===== src/rtl/fetch_stage.sv =====
// IF stage + IF/ID register: PC, async-ROM fetch, j/beq/bne redirect with a one-bubble squash; 1-cycle fetch-to-ID latency.
// Backpressure: stall freezes PC, IF/ID and counters; a held redirect is re-evaluated once stall drops.
module fetch_stage #(
    parameter logic [31:0] RESET_PC = 32'h0000_0000,
    parameter int          CNT_W    = 16
) (
    input  logic             clk,
    input  logic             rst_n,
    output logic [31:0]      imem_addr,
    input  logic [31:0]      imem_rdata,
    input  logic             stall,
    input  logic             jumpSel,
    input  logic             jumpCondSel,
    output logic [31:0]      id_instr,
    output logic [5:0]       id_opcode,
    output logic [5:0]       id_func,
    output logic [31:0]      id_pc4,
    output logic             id_valid,
    output logic [CNT_W-1:0] fetch_cnt,
    output logic [CNT_W-1:0] flush_cnt
);

    typedef struct packed {
        logic [31:0] instr;
        logic [31:0] pc4;
        logic        valid;
    } ifid_t;

    localparam logic [CNT_W-1:0] CNT_ONE = {{(CNT_W-1){1'b0}}, 1'b1};

    logic [31:0] pc;
    ifid_t       ifid;
    logic [31:0] pc_seq;
    logic [31:0] jtarget;
    logic [31:0] btarget;
    logic        redirect;

    // Fetch address comes straight from the PC register, never from control inputs.
    assign imem_addr = pc;
    assign pc_seq    = pc + 32'd4;

    assign jtarget  = {ifid.pc4[31:28], ifid.instr[25:0], 2'b00};
    assign btarget  = ifid.pc4 + {{14{ifid.instr[15]}}, ifid.instr[15:0], 2'b00};
    assign redirect = (jumpSel | jumpCondSel) & ifid.valid;

    assign id_instr  = ifid.instr;
    assign id_opcode = ifid.instr[31:26];
    assign id_func   = ifid.instr[5:0];
    assign id_pc4    = ifid.pc4;
    assign id_valid  = ifid.valid;

    always_ff @(posedge clk or negedge rst_n) begin
        if (!rst_n) begin
            pc        <= RESET_PC;
            ifid      <= '0;
            fetch_cnt <= '0;
            flush_cnt <= '0;
        end else if (!stall) begin
            if (redirect) begin
                // Wrong-path fetch is dropped; IF/ID becomes an all-zero NOP bubble.
                pc        <= jumpSel ? jtarget : btarget;
                ifid      <= '0;
                flush_cnt <= flush_cnt + CNT_ONE;
            end else begin
                pc         <= pc_seq;
                ifid.instr <= imem_rdata;
                ifid.pc4   <= pc_seq;
                ifid.valid <= 1'b1;
                fetch_cnt  <= fetch_cnt + CNT_ONE;
            end
        end
    end

endmodule

===== config.mk =====
export PLATFORM = sky130hd
export DESIGN_NAME = fetch_stage
export DESIGN_NICKNAME = d
export VERILOG_FILES = /design/src/rtl/fetch_stage.sv
export SDC_FILE = /design/constraint.sdc
export NUM_CORES = 1
export LEC_CHECK = 0
export CAP_MARGIN = 20
export CORE_UTILIZATION = 44
export CTS_CLUSTER_DIAMETER = 100
export DETAILED_ROUTE_END_ITERATION = 6
export PLACE_DENSITY = 0.73
export SETUP_SLACK_MARGIN = 0.5
export SLEW_MARGIN = 20
export SYNTH_ARGS = -nofsm -noshare
export SYNTH_HDL_FRONTEND = slang
export SYNTH_SLANG_ARGS = --single-unit
export TNS_END_PERCENT = 100

===== constraint.sdc =====
create_clock -name clk -period 3.5 [get_ports clk]
set_input_delay 0.7 -clock clk [delete_from_list [all_inputs] [get_ports clk]]
set_output_delay 0.7 -clock clk [all_outputs]
set_load 0.02 [all_outputs]

---- Word level (Yosys, flattened, before mapping) ----
Cells that the tools add are included.
storage, ports and cells
  memories ................................ 0
  latch bits .............................. 0
  output and inout port bits .............. 141
  logic and storage cells ................. 19
  input port bits ......................... 37
  bits in registers ....................... 129
  memory bits (writable) .................. 0
  memory bits (read-only) ................. 0
operators by class
  bitwise gates (word level) .............. 4
  divide/modulo/power cells ............... 0
  add/subtract/negate cells ............... 4
  multipliers ............................. 0
  equality and inequality tests ........... 0
  shifts and indexed selects .............. 0
  order comparisons ....................... 0
  mux-type cells .......................... 3
  reduce and logical (&&, ||, !) cells .... 2
operator list
  operator                 count
  $mux W65                 1
  $mux W32                 2
  $add A16 B1 Y16 const B  2
  $add A32 B3 Y32 const B  1
  $add A32 B32 Y32         1
  $reduce_and A2 Y1        2
  $not A1 Y1               2
  $and A1 B1 Y1            1
  $or A1 B1 Y1             1

---- Logic depth before layout (Yosys ltp) ----
Gate-level depths: netlist of the first run.
  word-level depth ........................ 4
  mapped depth ............................ 11
  gate-level depth less buffers ........... 11

---- Least setup slack after synthesis of the first run ----
No wires, ideal clock.
  path kind ............................... flip-flop to flip-flop
  start ................................... register ifid, in the netlist id_instr[15]
  end ..................................... register pc[31] (netlist: imem_addr[31])
  buffers on the path ..................... 1
  path slack .............................. 691 ps
  library setup time ...................... 142 ps
  arrival time ............................ 2,667 ps
  stages on the path, launching flop included .. 12
  path through ............................ dfrtp_1 ha_1 clkbuf_1 a21oi_1 nand2_1 a211o_1 a21oi_1 o21ai_1 a311oi_1 xnor2_1 mux2i_1 o221ai_1
between the ends
  cells in the longest elaborated chain, start to end .. 3
ends and longest elaborated chain
  item                  line  RTL
  start, declared       32    ifid_t ifid;
  $add A32 B32 Y32      43    assign btarget = ifid.pc4 + {{14{ifid.instr[15]}}, ifid.instr[15:0], 2'b00};
  $mux W32              61    pc <= jumpSel ? jtarget : btarget;
  $mux W32              59    if (redirect) begin
  end signal, assigned  61
  end signal, assigned  65    pc <= pc_seq;
  end, declared         31    logic [31:0] pc;
Every way passes these cells.
A chain may end at the register's enable or synchronous reset.

---- Final worst setup path of the first run ----
  start ................................... register ifid, in the netlist id_instr[9]
  end ..................................... register pc[31] (netlist: imem_addr[31])
The elaborated chain is that of the path after synthesis.

==> results of run 1 <==
[report_power, final]
group	switching, uW	total, uW	internal [uW]
sequential	450	2240	1800
combinational	1320	2450	1140
clock	689	1750	1060
total	2460	6450	4000
[through the flow]
stage | util [%] | power (uW) | std cells | setup slack [ps]
6_report | 59.2 | 6450 | 1262 | 621
5_1_grt | 59.2 | 6810 | 1262 | 445
4_1_cts | 59.0 | 6470 | 1262 | 591
3_5_place_dp | 55.7 | 4690 | 1230 | 620
3_3_place_gp | 55.7 | 4660 | 1230 | 683
2_1_floorplan | - | 3640 | 871 | 691
[layout make-up]
type / count / area (um^2)
Clock buffer: 19 / 443
Clock inverter: 13 / 136
Fill cell: 1526 / 7030
Inverter: 17 / 63.8
Multi-Input combinational cell: 667 / 4160
Sequential cell: 129 / 3230
Tap cell: 225 / 282
Timing Repair Buffer: 192 / 1900
[cell families (layout without fill, tap and decap cells)]
family,after synthesis,after routing,share of synthesized area (%)
xor gates and xnor gates,81,81,9.16
DFF,129,129,41.7
buffers and inverters,75,241,5.23
and+or+nand+nor,315,315,19.0
muxes,6,6,0.824
adders and majority gates,33,33,5.43
AOI/OAI and AO/OA,232,232,18.7
[state kept, by name, summed over array words and instances, names as in the netlist]
signal	cells
id_instr	32
flush_cnt	16
fetch_cnt	16
id_pc4	32
id_valid	1
imem_addr	32
[layout by cell type (no fill, tap or decap), types with 4 or more instances in the layout]
cell type / count
clkbuf_16: 17
clkinvlp_4: 4
nor2_1: 53
nand2_1: 156
o21ai_1: 5
o21ai_0: 80
nand4_1: 13
a21o_1: 16
o221ai_1: 5
nand3_1: 26
and3_1: 20
xnor2_1: 53
dfrtp_1: 128
nor3_1: 11
o21bai_1: 5
clkinv_2: 4
o22a_1: 4
a22oi_1: 4
xor2_1: 28
ha_1: 32
buf_4: 15
a21oi_1: 53
clkdlybuf4s50_1: 175
and2_1: 6
a31oi_1: 5
inv_1: 17
o31ai_1: 7
a211oi_1: 11
[metal layers]
| metal | up-vias | part of all wire, % | global-route usage, % | wire [um] |
|---|---|---|---|---|
| met5 | - | 0 | 0 | 0 |
| met4 | 0 | 1.5 | 7.12 | 315 |
| met3 | 24 | 5.1 | 4.50 | 1100 |
| met2 | 204 | 48 | 39.8 | 10200 |
| met1 | 3333 | 46 | 33.4 | 9820 |
| li1 | 3361 | - | - | - |
[worst max-delay path: cells and delay by family (launching register included)]
| family | cells | cell delay (ps) |
|---|---|---|
| AOI/OAI and AO/OA | 6 | 1400 |
| DFF | 1 | 430 |
| muxes | 1 | 210 |
| and+or+nand+nor | 1 | 100 |
| xor gates and xnor gates | 1 | 180 |
| adders and majority gates | 1 | 400 |
[worst min-delay path by stage]
stage                                          from                        end  depth (start not counted)  slack (ps)
after floorplan                               rst_n   fetch_cnt[0]$_DFFE_PN0P_                          0         400
after global placement    flush_cnt[15]$_DFFE_PN0P_  flush_cnt[15]$_DFFE_PN0P_                          1         460
after detailed placement  flush_cnt[15]$_DFFE_PN0P_  flush_cnt[15]$_DFFE_PN0P_                          1         470
after CTS                                     rst_n   id_instr[30]$_DFFE_PN0N_                          1         450
after global routing                          rst_n   flush_cnt[2]$_DFFE_PN0P_                          1         470
final                                         rst_n   flush_cnt[2]$_DFFE_PN0P_                          1         380
[what timing repair did]
action / in CTS / in global routing
setup endpoints to repair: 0 / 5
resized for setup: 0 / 7
hold buffers: 0 / 0
==> out/metrics.cfg, run 1 <==
[final_layout]
drive_above_1_share_pct = 7.71
syn_to_final_growth_pct = 31.7
fin_area_um2 = 10200
nets = 1094
diodes = 0

[critical_path]
crit_arrival_ps = 3150
worstSetupStartpointType = flip-flop
r2r_slack_ps = 620
worst_path_largest_cell_delay_ps = 430
crit_start = id_instr[9]$_DFFE_PN0N_
crit_chain = ha_1 > a21oi_2 > nand2_1 > a211o_1 > o21ai_4 > o21ai_1 > a311oi_2 > xnor2_1 > mux2i_1 > o221ai_1
setup.worst_path.class = flip-flop to flip-flop
critPathCaptureType = flip-flop
critPathSlowestCell = dfrtp_1
cp_max_fo = 5
cp.required_ps = 3770
reg2reg_to = imem_addr[31]$_DFFE_PN0N_
crit_end = imem_addr[31]$_DFFE_PN0N_
r2r-start = id_instr[9]$_DFFE_PN0N_
reg2regPathDepth = 10

[timing]
hold_viol_final = 0
skew_ps = 9.93
finalSetupViolations = 0
hold_slack_ps = 381
finalCritPeriodShare_pct = 82.2
rsz0062_at_grt = true
worst_pin_slew_ps = 954
slew_headroom_pct = 36.4
fin_crit_ps = 2880
setup_tns_ps = 0
fmax_mhz = 347
slew_viol_final = 0

[logic_synthesis]
synthDistinctLibCells = 78
syn-mean-instance-area_um2 = 8.89
synth_most_common_cell = nand2_1
synth-edff-count = 0
synth_area_leaders = dfrtp_1 42%, nand2_1 7.6%, xnor2_1 6.0%, o21ai_0 5.2%, ha_1 5.2%
async_flop_share_pct = 100
synth_fp_nets = 941
yosys_warnings = 0
yosys-top-cells-count = 156 x nand2_1, 129 x dfrtp_1, 81 x o21ai_0
synth_seq_area_share_pct = 41.7
synth_cells = 871
netlist_area_um2 = 7750
synth_flop_cell = dfrtp_1
yosys.area.top_type = dfrtp_1
yosysTopAreaCellShare_pct = 41.7
ys_seq_elements = 129

[clock_tree]
post_cts_buffers = 0
cts_sinks = 129
cts-root-buf = clkbuf_16
cts_tree = yes
clk_pin_slew_ps = 60
cts_inserted_buffers = 17
max-clock-path-buffers = 2
htreeDepth = 4
insertion_delay_ps = 430

[global_routing]
grt_usage_pct = 24.5
antenna_found_initial = 0
grt_pass1_vias = 6642
overflow = 0
grt_pass1_wl_um = 34800
grt_max_degree = 105

[placed_design]
placed_cell_area_um2 = 9590
hpwl_um = 15200
place_congestion = 0.858
portBuffers = 177

[floorplanning]
die_area_um2 = 18100
initial_core_util_pct = 44.9
rows = 48
ios = 178
chipHeight_um = 135
core_area_um2 = 17200
die-width_um = 135

[drt]
drtIter0Drc = 403
drc = 0
drt-vias-per-instance = 5.48
num_vias = 6922
wl_per_cell_um = 17.0
ant_nets = 0
routed_wl_um = 21400
dr.pass1.iters = 5

[flow_run]
drv_cap = 0

[power]
p_leak_uw = 0.00441
p_per_area_nw_per_um2 = 632
ir_drop_uv = 359

[worst_hold_path]
hp-class = primary input to async pin

[outcome]
status = complete, no violations

(Power assumes the default switching activity.)
==> inputs of run 2 (changes only) <==
Settings changed: PLACE_DENSITY 0.73 to 0.75.
Clock period 3.5 ns to 2.5 ns, I/O delays scaled along.
==> out/metrics.cfg, run 2 (same netlist as run 1, synthesis figures left out) <==
[drt]
wl_met2_um = 12000  ; was 10,200 um
ant_nets = 0  ; unchanged
wl_met3_um = 1480  ; was 1100 um
drtIter0Drc = 569  ; was 403
drc = 0  ; unchanged
dr.max_layer_used = met4  ; unchanged
dr.pass1.iters = 5  ; unchanged
drt-vias-per-instance = 5.54  ; was 5.48
met1_length_um = 10300  ; was 9820 um
wl_per_cell_um = 17.9  ; was 17.0 um
num_vias = 7586  ; was 6,922
routed_wl_um = 24600  ; was 21,400 um

[timing]
worst_pin_slew_ps = 542  ; was 954 ps
slew_viol_final = 0  ; unchanged
fin_crit_ps = 2600  ; was 2880 ps
fmax_mhz = 385  ; was 347 MHz
skew_ps = 7.33  ; was 9.93 ps
finalSetupViolations = 2  ; was 0
slew_headroom_pct = 63.9  ; was 36.4%
rsz0062_at_grt = true  ; unchanged
worst_slack_ps = -95.3  ; was 621 ps
finalCritPeriodShare_pct = 104  ; was 82.2%
hold_viol_final = 0  ; unchanged

[global_routing]
overflow = 0  ; unchanged
grt_pass1_wl_um = 37500  ; was 34,800 um
grt_usage_pct = 26.4  ; was 24.5%
grt_pass1_vias = 7259  ; was 6,642
antenna_found_initial = 0  ; unchanged
grt_max_degree = 105  ; unchanged

[floorplanning]
initial_core_util_pct = 44.9  ; unchanged
die-width_um = 135  ; unchanged
chipHeight_um = 135  ; unchanged
ios = 178  ; unchanged
rows = 48  ; unchanged
die_area_um2 = 18100  ; unchanged
core_area_um2 = 17200  ; unchanged

[outcome]
status = complete, but fails checks  ; was complete, no violations
violations = setup timing

[final_layout]
layout_commonest_cell = nand2_1  ; was clkdlybuf4s50_1
syn_to_final_growth_pct = 53.2  ; was 31.7%
ff_latch_area_um2 = 3260  ; was 3230 um^2
nets = 1202  ; was 1,094
n_fill_cell = 1285  ; was 1,526
drive_above_1_share_pct = 27.5  ; was 7.71%
fin_cells = 1370  ; was 1,262
diodes = 0  ; unchanged
most-common-layout-cells = 150 x nand2_1, 109 x dfrtp_1, 101 x buf_4  ; was 175 x clkdlybuf4s50_1, 156 x nand2_1, 128 x dfrtp_1
multiInputGateArea_um2 = 4880  ; was 4160 um^2

[placed_design]
portBuffers = 177  ; unchanged
place_inst = 1297  ; was 1,230
hpwl_um = 16300  ; was 15,200 um
dp_slack_ps = -6.65  ; was 620 ps
place_congestion = 0.872  ; was 0.858

[clock_tree]
cts-root-buf = clkbuf_16  ; unchanged
clk_pin_slew_ps = 60  ; about the same
insertion_delay_ps = 430  ; about the same
max-clock-path-buffers = 2  ; unchanged
cts_sinks = 129  ; unchanged
cts_tree = yes  ; unchanged
htreeDepth = 4  ; unchanged
cts_inserted_buffers = 17  ; unchanged

[power]
ir_drop_uv = 601  ; was 359 uV
p_per_area_nw_per_um2 = 835  ; was 632 nW/um^2
p_leak_uw = 0.00561  ; was 0.00441 uW

[critical_path]
crit_arrival_ps = 2890  ; was 3150 ps
cp.required_ps = 2790  ; was 3770 ps
worstSetupStartpointType = flip-flop  ; unchanged
critPathCaptureType = flip-flop  ; unchanged
setup.worst_path.class = flip-flop to flip-flop  ; unchanged
cp_max_fo = 5  ; unchanged

[worst_hold_path]
hp-class = primary input to async pin  ; unchanged

[flow_run]
drv_cap = 0  ; unchanged

[run 2: cell count changes in the layout (fill, tap and decap cells not counted), sizes merged]
cell           before  now
buf                17  126
clkdlybuf4s50     175   89
dlygate4sd2         0   62
dlymetal6s2s        0   23
clkinv              5    6
inv                19   18
[run 2: power by group]
group / leakage (uW) / switching (uW) / internal, uW
registers: 0.00165 / 581 / 2530
logic: 0.00368 / 2270 / 2030
clock network: 0.000281 / 988 / 1520
[run 2: worst max-delay path: stages (launching register included)]
cell      delay [ps]
dfrtp_4          530
buf_12           150
ha_4             270
buf_12           100
a21o_1           180
a21oi_2           90
o21bai_2         220
a21oi_2           90
nor2b_1          170
o211ai_1         160
a31o_2           250
a31oi_1          180
a21oi_1           70
[run 2: metal layers]
metal,up-vias,GRT usage [%]
met1,3652,33.9
met4,0,11.0
met2,303,43.8
met3,60,4.77
li1,3571,-
met5,-,0
[run 2: stage by stage]
stage	hold slack, ps	power, uW	TNS (ps)	area (um^2)	utilization [%]
after floorplan	204	5300	-29.9	8070	-
after global placement	459	7010	0	10400	60.6
after detailed placement	465	7090	-8.40	10400	60.6
after CTS	51.1	9660	0	11400	66.0
after global routing	69.2	10400	-922	11900	68.9
final	37.4	9910	-99.1	11900	68.9
[run 2: area by class of cell]
type	instances	area share (%)
well taps	225	2.37
clock buffers	19	3.82
multi-input cells	667	41.1
repair buffers	300	23.6
clock inverters	13	1.15
flip-flops and latches	129	27.4
inverters	17	0.538
[run 2: worst paths after layout]
check / cells after the start / from / endpoint / slack, ps
max: 12 / id_instr[15]$_DFFE_PN0N_ / imem_addr[30]$_DFFE_PN0N_ / -100
min: 1 / rst_n / imem_addr[26]$_DFFE_PN0N_ / 40
max reg2reg: 12 / id_instr[15]$_DFFE_PN0N_ / imem_addr[30]$_DFFE_PN0N_ / -100
min reg2reg: 1 / fetch_cnt[15]$_DFFE_PN0P_ / fetch_cnt[15]$_DFFE_PN0P_ / 470
max in group asynchronous: 2 / rst_n / imem_addr[14]$_DFFE_PN0N_ / 1730
min in group clk: 2 / stall / id_valid$_DFFE_PN0N_ / 350
[run 2: what timing repair did]
item	4_1_cts	5_1_grt
buffers inserted	22	19
pin swaps	55	51
gates resized for setup	122	94
gates cloned	0	0
endpoints found under the hold margin	0	0
setup endpoints to repair	103	73
hold buffers	0	0
==> inputs of run 3 (changes only) <==
Settings changed: SLEW_MARGIN 20 to not set.
==> results of run 3 <==
The final DEF is identical to that of run 2; final timing and power are the same.
